**config.mk**
```make
export PLATFORM = sky130hd
export DESIGN_NAME = bool_lut_sweep
export DESIGN_NICKNAME = d
export VERILOG_FILES = /design/src/rtl/bool_lut_pkg.sv /design/src/rtl/bool_lut_core.sv /design/src/rtl/bool_lut_sweep.sv
export SDC_FILE = /design/constraint.sdc
export NUM_CORES = 1
export LEC_CHECK = 0
export CAP_MARGIN = 15
export CORE_MARGIN = 1
export CORE_UTILIZATION = 45
export DETAILED_ROUTE_END_ITERATION = 12
export PLACE_DENSITY = 0.73
export SETUP_SLACK_MARGIN = 0.3
export SLEW_MARGIN = 15
export SYNTH_ARGS = -nofsm -noshare
export SYNTH_HDL_FRONTEND = slang
export SYNTH_HIERARCHICAL = 1
export SYNTH_SLANG_ARGS = --single-unit
```
**constraint.sdc**
```tcl
create_clock -name clk -period 2.95 [get_ports clk]
set_input_delay 0.59 -clock clk [delete_from_list [all_inputs] [get_ports clk]]
set_output_delay 0.59 -clock clk [all_outputs]
set_load 0.1 [all_outputs]
```
**src/rtl/bool_lut_pkg.sv**
```systemverilog
// Shared types and helpers for the boolean LUT sweep unit.
package bool_lut_pkg;

    typedef enum logic [1:0] {
        IDLE  = 2'd0,
        SWEEP = 2'd1,
        DONE  = 2'd2
    } state_t;

    function automatic int tt_width(input int n);
        return 1 << n;
    endfunction

endpackage

```
**src/rtl/bool_lut_core.sv**
```systemverilog
// Combinational truth-table lookup: selects tt[idx] as the function value.
module bool_lut_core
    import bool_lut_pkg::*;
#(
    parameter int N_IN = 3
) (
    input  logic [tt_width(N_IN)-1:0] i_tt,
    input  logic [N_IN-1:0]           i_idx,
    output logic                      o_f
);

    assign o_f = i_tt[i_idx];

endmodule

```
**src/rtl/bool_lut_sweep.sv**
```systemverilog
// N-input boolean function unit with per-vector eval and exhaustive sweep.
// Optional table self-check enabled by defining BOOL_LUT_SELFCHECK_EN.
//
//   state | meaning
//   IDLE  | accepts eval requests, table loads and sweep_start
//   SWEEP | pushes tt[0..TT_W-1] into the output slot, counting ones
//   DONE  | publishes the ones count, pulses sweep_done, returns to IDLE
module bool_lut_sweep
    import bool_lut_pkg::*;
#(
    parameter int                     N_IN     = 3,
    parameter logic [(2**N_IN)-1:0]   TT_RESET = 8'hED
) (
    input  logic                      clk,
    input  logic                      rst,
    input  logic                      in_valid,
    output logic                      in_ready,
    input  logic [N_IN-1:0]           in_vec,
    input  logic                      tt_wr_en,
    input  logic [tt_width(N_IN)-1:0] tt_wr_data,
    input  logic                      sweep_start,
    output logic                      out_valid,
    input  logic                      out_ready,
    output logic                      out_f,
    output logic [N_IN-1:0]           out_idx,
    output logic                      busy,
    output logic                      sweep_done,
    output logic [N_IN:0]             ones_count
`ifdef BOOL_LUT_SELFCHECK_EN
    ,
    input  logic [tt_width(N_IN)-1:0] exp_tt,
    output logic [N_IN:0]             mismatch_cnt,
    output logic                      sweep_err
`endif
);

    localparam int            TT_W     = tt_width(N_IN);
    localparam logic [N_IN:0] LAST_IDX = (N_IN+1)'(TT_W - 1);

    state_t            r_state;
    logic [TT_W-1:0]   r_tt;
    logic [N_IN:0]     r_idx;
    logic [N_IN:0]     r_acc;
    logic              r_out_valid;
    logic              r_out_f;
    logic [N_IN-1:0]   r_out_idx;
    logic              r_sweep_done;
    logic [N_IN:0]     r_ones_count;

    logic              w_slot_free;
    logic              w_in_ready;
    logic [N_IN-1:0]   w_idx;
    logic              w_f;

    assign w_slot_free = !r_out_valid || out_ready;
    // sweep_start wins over a concurrent eval request
    assign w_in_ready  = (r_state == IDLE) && w_slot_free && !sweep_start;
    assign w_idx       = (r_state == SWEEP) ? r_idx[N_IN-1:0] : in_vec;

    bool_lut_core #(.N_IN(N_IN)) u_core (
        .i_tt  (r_tt),
        .i_idx (w_idx),
        .o_f   (w_f)
    );

`ifdef BOOL_LUT_SELFCHECK_EN
    logic [N_IN:0] r_mis_acc;
    logic [N_IN:0] r_mismatch_cnt;
    logic          r_sweep_err;
    logic          w_exp_bit;

    assign w_exp_bit    = exp_tt[w_idx];
    assign mismatch_cnt = r_mismatch_cnt;
    assign sweep_err    = r_sweep_err;
`endif

    always_ff @(posedge clk) begin
        if (rst) begin
            r_state      <= IDLE;
            r_tt         <= TT_RESET;
            r_idx        <= '0;
            r_acc        <= '0;
            r_out_valid  <= 1'b0;
            r_out_f      <= 1'b0;
            r_out_idx    <= '0;
            r_sweep_done <= 1'b0;
            r_ones_count <= '0;
`ifdef BOOL_LUT_SELFCHECK_EN
            r_mis_acc      <= '0;
            r_mismatch_cnt <= '0;
            r_sweep_err    <= 1'b0;
`endif
        end else begin
            r_sweep_done <= 1'b0;
            if (w_slot_free) begin
                r_out_valid <= 1'b0;
            end
            case (r_state)
                IDLE: begin
                    if (tt_wr_en) begin
                        r_tt <= tt_wr_data;
                    end
                    if (sweep_start) begin
                        r_state <= SWEEP;
                        r_idx   <= '0;
                        r_acc   <= '0;
`ifdef BOOL_LUT_SELFCHECK_EN
                        r_mis_acc <= '0;
`endif
                    end else if (in_valid && w_in_ready) begin
                        r_out_valid <= 1'b1;
                        r_out_f     <= w_f;
                        r_out_idx   <= in_vec;
                    end
                end
                SWEEP: begin
                    if (w_slot_free) begin
                        r_out_valid <= 1'b1;
                        r_out_f     <= w_f;
                        r_out_idx   <= r_idx[N_IN-1:0];
                        r_acc       <= r_acc + (N_IN+1)'(w_f);
                        r_idx       <= r_idx + (N_IN+1)'(1);
`ifdef BOOL_LUT_SELFCHECK_EN
                        r_mis_acc   <= r_mis_acc + (N_IN+1)'(w_f != w_exp_bit);
`endif
                        if (r_idx == LAST_IDX) begin
                            r_state      <= DONE;
                            r_sweep_done <= 1'b1;
                        end
                    end
                end
                DONE: begin
                    r_ones_count <= r_acc;
`ifdef BOOL_LUT_SELFCHECK_EN
                    r_mismatch_cnt <= r_mis_acc;
                    r_sweep_err    <= (r_mis_acc != '0);
`endif
                    r_state <= IDLE;
                end
                default: r_state <= IDLE;
            endcase
        end
    end

    assign in_ready   = w_in_ready;
    assign out_valid  = r_out_valid;
    assign out_f      = r_out_f;
    assign out_idx    = r_out_idx;
    assign busy       = (r_state == SWEEP);
    assign sweep_done = r_sweep_done;
    assign ones_count = r_ones_count;

endmodule

```
After elaboration in Yosys (flattened, before gate mapping)
Index checks and enable logic that the tools add are counted.
{"block": "classes", "add_sub_neg": 2, "n_lt_le_gt_ge": 1, "n_eq_ne": 8, "n_mux": 26, "bitwise": 2, "reduce_logical": 13}
{"cell": "case mux 4 bit (2 select lines)", "count": 2}
{"cell": "two-way mux 3 bit", "count": 4}
{"cell": "two-way mux 4 bit", "count": 3}
{"cell": "two-way mux 1 bit", "count": 9}
{"cell": "two-way mux 2 bit", "count": 3}
{"cell": "inequality test 2 x 1 -> 1 bit (second input constant)", "count": 3}
{"cell": "case mux 3 bit (2 select lines)", "count": 1}
{"cell": "AND reduction 3 bit", "count": 2}
{"cell": "adder 4 x 1 -> 4 bit", "count": 1}
{"cell": "adder 4 x 1 -> 4 bit (second input constant)", "count": 1}
{"cell": "equality test 4 x 3 -> 1 bit (second input constant)", "count": 1}
{"cell": "less-than comparator 3 x 4 -> 1 bit (second input constant)", "count": 1}
{"cell": "inequality test 2 bit (second input constant)", "count": 2}
{"cell": "case mux 1 bit (2 select lines)", "count": 2}
{"cell": "case mux 2 bit (2 select lines)", "count": 1}
{"cell": "AND reduction 4 bit", "count": 1}
{"cell": "binary-select mux 1 bit (select 3 bit)", "count": 1}
{"cell": "logical AND 1 bit", "count": 3}
{"cell": "OR reduction 3 bit", "count": 1}
{"cell": "equality test 2 x 1 -> 1 bit (second input constant)", "count": 1}
{"cell": "equality test 2 bit (second input constant)", "count": 1}
{"cell": "logical NOT 1 bit", "count": 2}
{"cell": "logical NOT 2 bit", "count": 1}
{"cell": "inverter 1 bit", "count": 2}
{"cell": "3 further kinds", "count": 3}
{"block": "word_totals", "reg_bits": 28, "in_bits": 17, "out_inout_bits": 12, "elab_cells": 61}

Depth between registers and ports, before layout
{"block": "depth", "ltp_word": 8, "depth_mapped": 9, "depth_no_buf": 9}

Modules after synthesis
Netlist, hierarchy kept.
{"module": "bool_lut_sweep", "instances": 1, "cells_per_inst": 126, "area_per_inst_um2": 1163.6, "seq_area_each_um2": 560.5}
{"module": "bool_lut_core", "instances": 1, "cells_per_inst": 3, "area_per_inst_um2": 63.8, "seq_area_each_um2": 0.0}

Least setup slack after synthesis
Ideal clock, no wire load.
{"block": "synth_timing", "kind": "register -> output", "startpoint": "register r_out_valid (netlist: out_valid)", "endpoint": "output in_ready", "arrival_time_ns": 3.837, "t_required_ns": 2.360, "slack_ns": -1.477, "stages_incl_launch_ff": 3, "path_buffers": 0, "cell_sequence": "dfxtp_1 -> nor2b_1 -> nor4_1"}
{"block": "synth_via", "elab_chain_cells": 4}
{"item": "start, declared", "line": "bool_lut_sweep.sv:44", "source": "logic r_out_valid;"}
{"item": "start signal, assigned", "line": "bool_lut_sweep.sv:83", "source": "r_out_valid <= 1'b0;"}
{"item": "start signal, assigned", "line": "bool_lut_sweep.sv:96", "source": "r_out_valid <= 1'b0;"}
{"item": "start signal, assigned", "line": "bool_lut_sweep.sv:111", "source": "r_out_valid <= 1'b1;"}
{"item": "logical NOT 1 bit", "line": "bool_lut_sweep.sv:55", "source": "assign w_slot_free = !r_out_valid || out_ready;"}
{"item": "logical OR 1 bit", "line": "bool_lut_sweep.sv:55"}
{"item": "logical AND 1 bit (2 in a row)", "line": "bool_lut_sweep.sv:57", "source": "assign w_in_ready = (r_state == IDLE) && w_slot_free && !sweep_start;"}
{"item": "end, declared", "line": "bool_lut_sweep.sv:17", "source": "output logic in_ready,"}
No other way between the ends.

Worst setup path after layout
{"block": "layout_timing", "startpoint": "input in_vec[0]", "endpoint": "register r_acc[1]"}
{"block": "layout_via", "elab_chain_cells": 6}
{"item": "start, declared", "line": "bool_lut_sweep.sv:18", "source": "input logic [N_IN-1:0] in_vec,"}
{"item": "two-way mux 3 bit", "line": "bool_lut_sweep.sv:58", "source": "assign w_idx = (r_state == SWEEP) ? r_idx[N_IN-1:0] : in_vec;"}
{"item": "via w_idx[0]", "line": "bool_lut_sweep.sv:52", "source": "logic [N_IN-1:0] w_idx;"}
{"item": "binary-select mux 1 bit (select 3 bit)", "line": "bool_lut_core.sv:12", "source": "assign o_f = i_tt[i_idx];"}
{"item": "two-way mux 1 bit (implied by the code)", "line": "bool_lut_core.sv:12"}
{"item": "via w_f", "line": "bool_lut_sweep.sv:53", "source": "logic w_f;"}
{"item": "adder 4 x 1 -> 4 bit", "line": "bool_lut_sweep.sv:121", "source": "r_acc <= r_acc + (N_IN+1)'(w_f);"}
{"item": "two-way mux 4 bit", "line": "bool_lut_sweep.sv:117", "source": "if (w_slot_free) begin"}
{"item": "case mux 4 bit (2 select lines)", "line": "bool_lut_sweep.sv:98", "source": "case (r_state)"}
{"item": "end signal, assigned", "line": "bool_lut_sweep.sv:121"}
{"item": "end, declared", "line": "bool_lut_sweep.sv:43", "source": "logic [N_IN:0] r_acc;"}
The timed path passes the listed nets, and every way through them passes these cells. The select of a mux whose other input is x is not followed.
A chain may end at the register's enable or synchronous reset.

==> metrics.md <==
| Metric | Value |
|---|---|
| Outcome | `finished clean` |
| Placed Cells | `187` |
| Max Slew Vio Count | `0` |
| RSZ-0062 raised after global routing | `no` |
| Worst hold path depth | `2` |
| Setup TNS | `0 ns` |
| # rows | `18` |
| TritonRoute pass-1 iters | `4` |
| Initial drt markers | `19` |
| Max Fanout on Critical Path | `3` |
| Crit path launch type | `input pin` |
| CTS Root Cell | `clkbuf_4` |
| Clk sinks | `28` |
| Largest net degree at the start of global routing | `26` |
| Max Root-Sink Buffers | `2` |
| Initial Util | `48.7%` |
| Mapped Cells | `129` |
| Drt drc | `0` |
| Post-route ant nets | `0` |
| Worst Tran Pin Value | `0.830 ns` |
| GP Congestion | `0.817` |
| Final Util | `63.7%` |
| Combinational family with the most area after synthesis | `simple AND/OR/NAND/NOR gates` |
| Total gr overflow | `0` |
| Final hold violations | `0` |
| Fin cells | `191` |
| Final WL | `2.61 mm` |
| Fin nets | `182` |
| CP endpoint kind | `register` |
| Overall routing resource usage | `19.8%` |
| IO Pins | `29` |
| CTS H-tree lvls | `1` |
| Routed wl met3 | `83 µm` |
| Clock Skews | `0.0141 ns` |
| Post-Synth Adder-Cell Area | `3.06%` |
| I/O Buffers | `28` |
| Max cap viols | `0` |
| Critical Path AT | `2.77 ns` |
| Die X | `54.2 µm` |
| CTS Buf Count | `3` |
| Post-synthesis xor/xnor area fraction | `2.85%` |
| Fraction of the cycle the final worst path needs | `86.4%` |
| Postcts setup bufs | `0` |
| Slew headroom | `44.5%` |
| Vias in the first global route | `897` |
| Synth Net Count | `149` |
| Vias after detailed routing | `1006` |
| Yosys cell types | `30` |
| Worst VDD drop | `466 µV` |
| Mux cell area share after synthesis | `14.5%` |
| Die Y | `54.2 µm` |
| Simple-gate share of the synthesized area | `25.2%` |
| Synth warn | `6` |
| Power, Total | `0.000844 W` |
| R2r worst-path depth | `8` |
| Syn-to-layout area delta | `30.9%` |
| Fin crit period | `2.55 ns` |
| Max layer used | `met4` |
| Vias per cell | `5.27` |
| Share of cells above drive strength 1 | `16.8%` |
| Critical Path RT | `3.17 ns` |
| Clock Latency Late Sink | `0.34 ns` |
| Core Box Area | `0.00252 mm²` |
| EDFF count, synth | `0` |
| Wirelength per Cell | `13.6 µm` |
| Flops & latches, synth | `28` |
| Worst hold path class | `register to register` |
| Finish-stage setup viols | `0` |
| Syn Std Cell Area | `0.00123 mm²` |
| Post-CTS sizing | `0` |
| WL met2 | `1.38 mm` |
| Commonest non-fill, non-tap cell in the layout | `dfxtp_1` |
| # diodes | `0` |
| Hold Slack | `0.466 ns` |
| Peak Freq | `0.393 GHz` |
| Syn Area/Cell | `9.51 µm²` |
| PwrDens | `525 mW/mm²` |
| Initial antenna violation count | `0` |
| TritonCTS clock tree | `done` |
| Post-synth top flop | `dfxtp_1` |
| Met1 wire length | `1.11 mm` |
| Total leakage power | `0.694 nW` |
| Most frequent cells in the layout | `dfxtp_1, nor2_1, nand2_1` |
| Die Area | `0.00294 mm²` |
| Ys async rst share | `0%` |
| CP Class | `input pin to register` |
| Clk slew on worst S/H paths | `0.16 ns` |
| First-pass GRT wire length | `4.02 mm` |
| Seq/Total Area, Yosys | `45.7%` |
| Hold_buf cts | `0` |
| Post-DP HPWL | `2.00 mm` |
| Compound-Gate Fraction of Synth Area | `7.14%` |
==> flip-flops by register name, summed over array words and instances (netlist names) <==
| signal | flops |
|---|---|
| r_acc | 4 |
| r_tt | 8 |
| sweep_done | 1 |
| ones_count | 4 |
| out_valid | 1 |
| r_idx | 4 |
| out_f | 1 |
| r_state | 2 |
| out_idx | 3 |
==> worst paths after layout <==
kind,from,slack (ns),to
worst max-delay path,in_vec[0],0.40,r_acc[1]
worst min-delay path,r_tt[4],0.47,r_tt[4]
worst max register to register,r_state[0],0.48,r_acc[1]
worst min register to register,r_tt[4],0.47,r_tt[4]
==> power breakdown <==
group          switching, W  leakage, nW  internal [W]  total (W)
Clock              0.000116       0.0279      0.000138   0.000253
Combinational      0.000110        0.437     0.0000710   0.000181
Sequential        0.0000135        0.229      0.000396   0.000410
Total              0.000239        0.694      0.000605   0.000844
==> worst max-delay path, stage by stage <==
cell and delay (ns):
clkdlybuf4s50_1 0.46, mux2_2 0.19, mux4_1 0.56, mux2_2 0.29
ha_1 0.20, ha_1 0.28, a22oi_1 0.16, nor2_1 0.05
==> layout make-up <==
type | count | area (µm²)
flip-flops and latches | 28 | 562
inverters | 2 | 7.51
clock inverters | 1 | 30.0
multi-input cells | 96 | 662
well taps | 30 | 37.5
clock buffers | 3 | 22.5
repair buffers | 31 | 285
fillers | 220 | 916
==> layer usage <==
metal	up-vias	track usage, %
met2	21	36.0
met4	0	7.69
li1	515	-
met5	-	0
met3	4	3.61
met1	466	22.5
==> cell usage after synthesis, types with 2 or more instances <==
cell type / number / area [µm²]
ha_1: 3 / 37.5
nor4b_1: 2 / 17.5
nor3_1: 4 / 20.0
nor4_1: 2 / 12.5
dfxtp_1: 28 / 561
a22oi_1: 3 / 22.5
nand3b_1: 7 / 52.6
clkbuf_1: 2 / 7.51
a21oi_1: 4 / 20.0
mux2_2: 2 / 22.5
mux2_1: 2 / 22.5
nand3_1: 4 / 20.0
nor2_1: 20 / 75.1
nand2_1: 20 / 75.1
mux2i_1: 8 / 80.1
mux4_1: 2 / 52.6
xnor2_1: 2 / 17.5
xor2_1: 2 / 17.5
==> kinds of logic (layout without fill, tap and decap cells) <==
family / Yosys count / in the layout
xor gates and xnor gates: 4 / 4
buffers and inverters: 5 / 37
DFF: 28 / 28
and+or+nand+nor: 64 / 64
AOI/OAI and AO/OA: 11 / 11
adders and majority gates: 3 / 3
muxes: 14 / 14
==> per-stage QoR <==
stage | instance area, µm² | worst slack, ns
after floorplan | 1240 | 0.351
after global placement | 1550 | 0.103
after detailed placement | 1550 | 0.0310
after CTS | 1610 | 0.349
after global routing | 1610 | 0.339
final | 1610 | 0.402
Power figures use the tool's default switching activity.
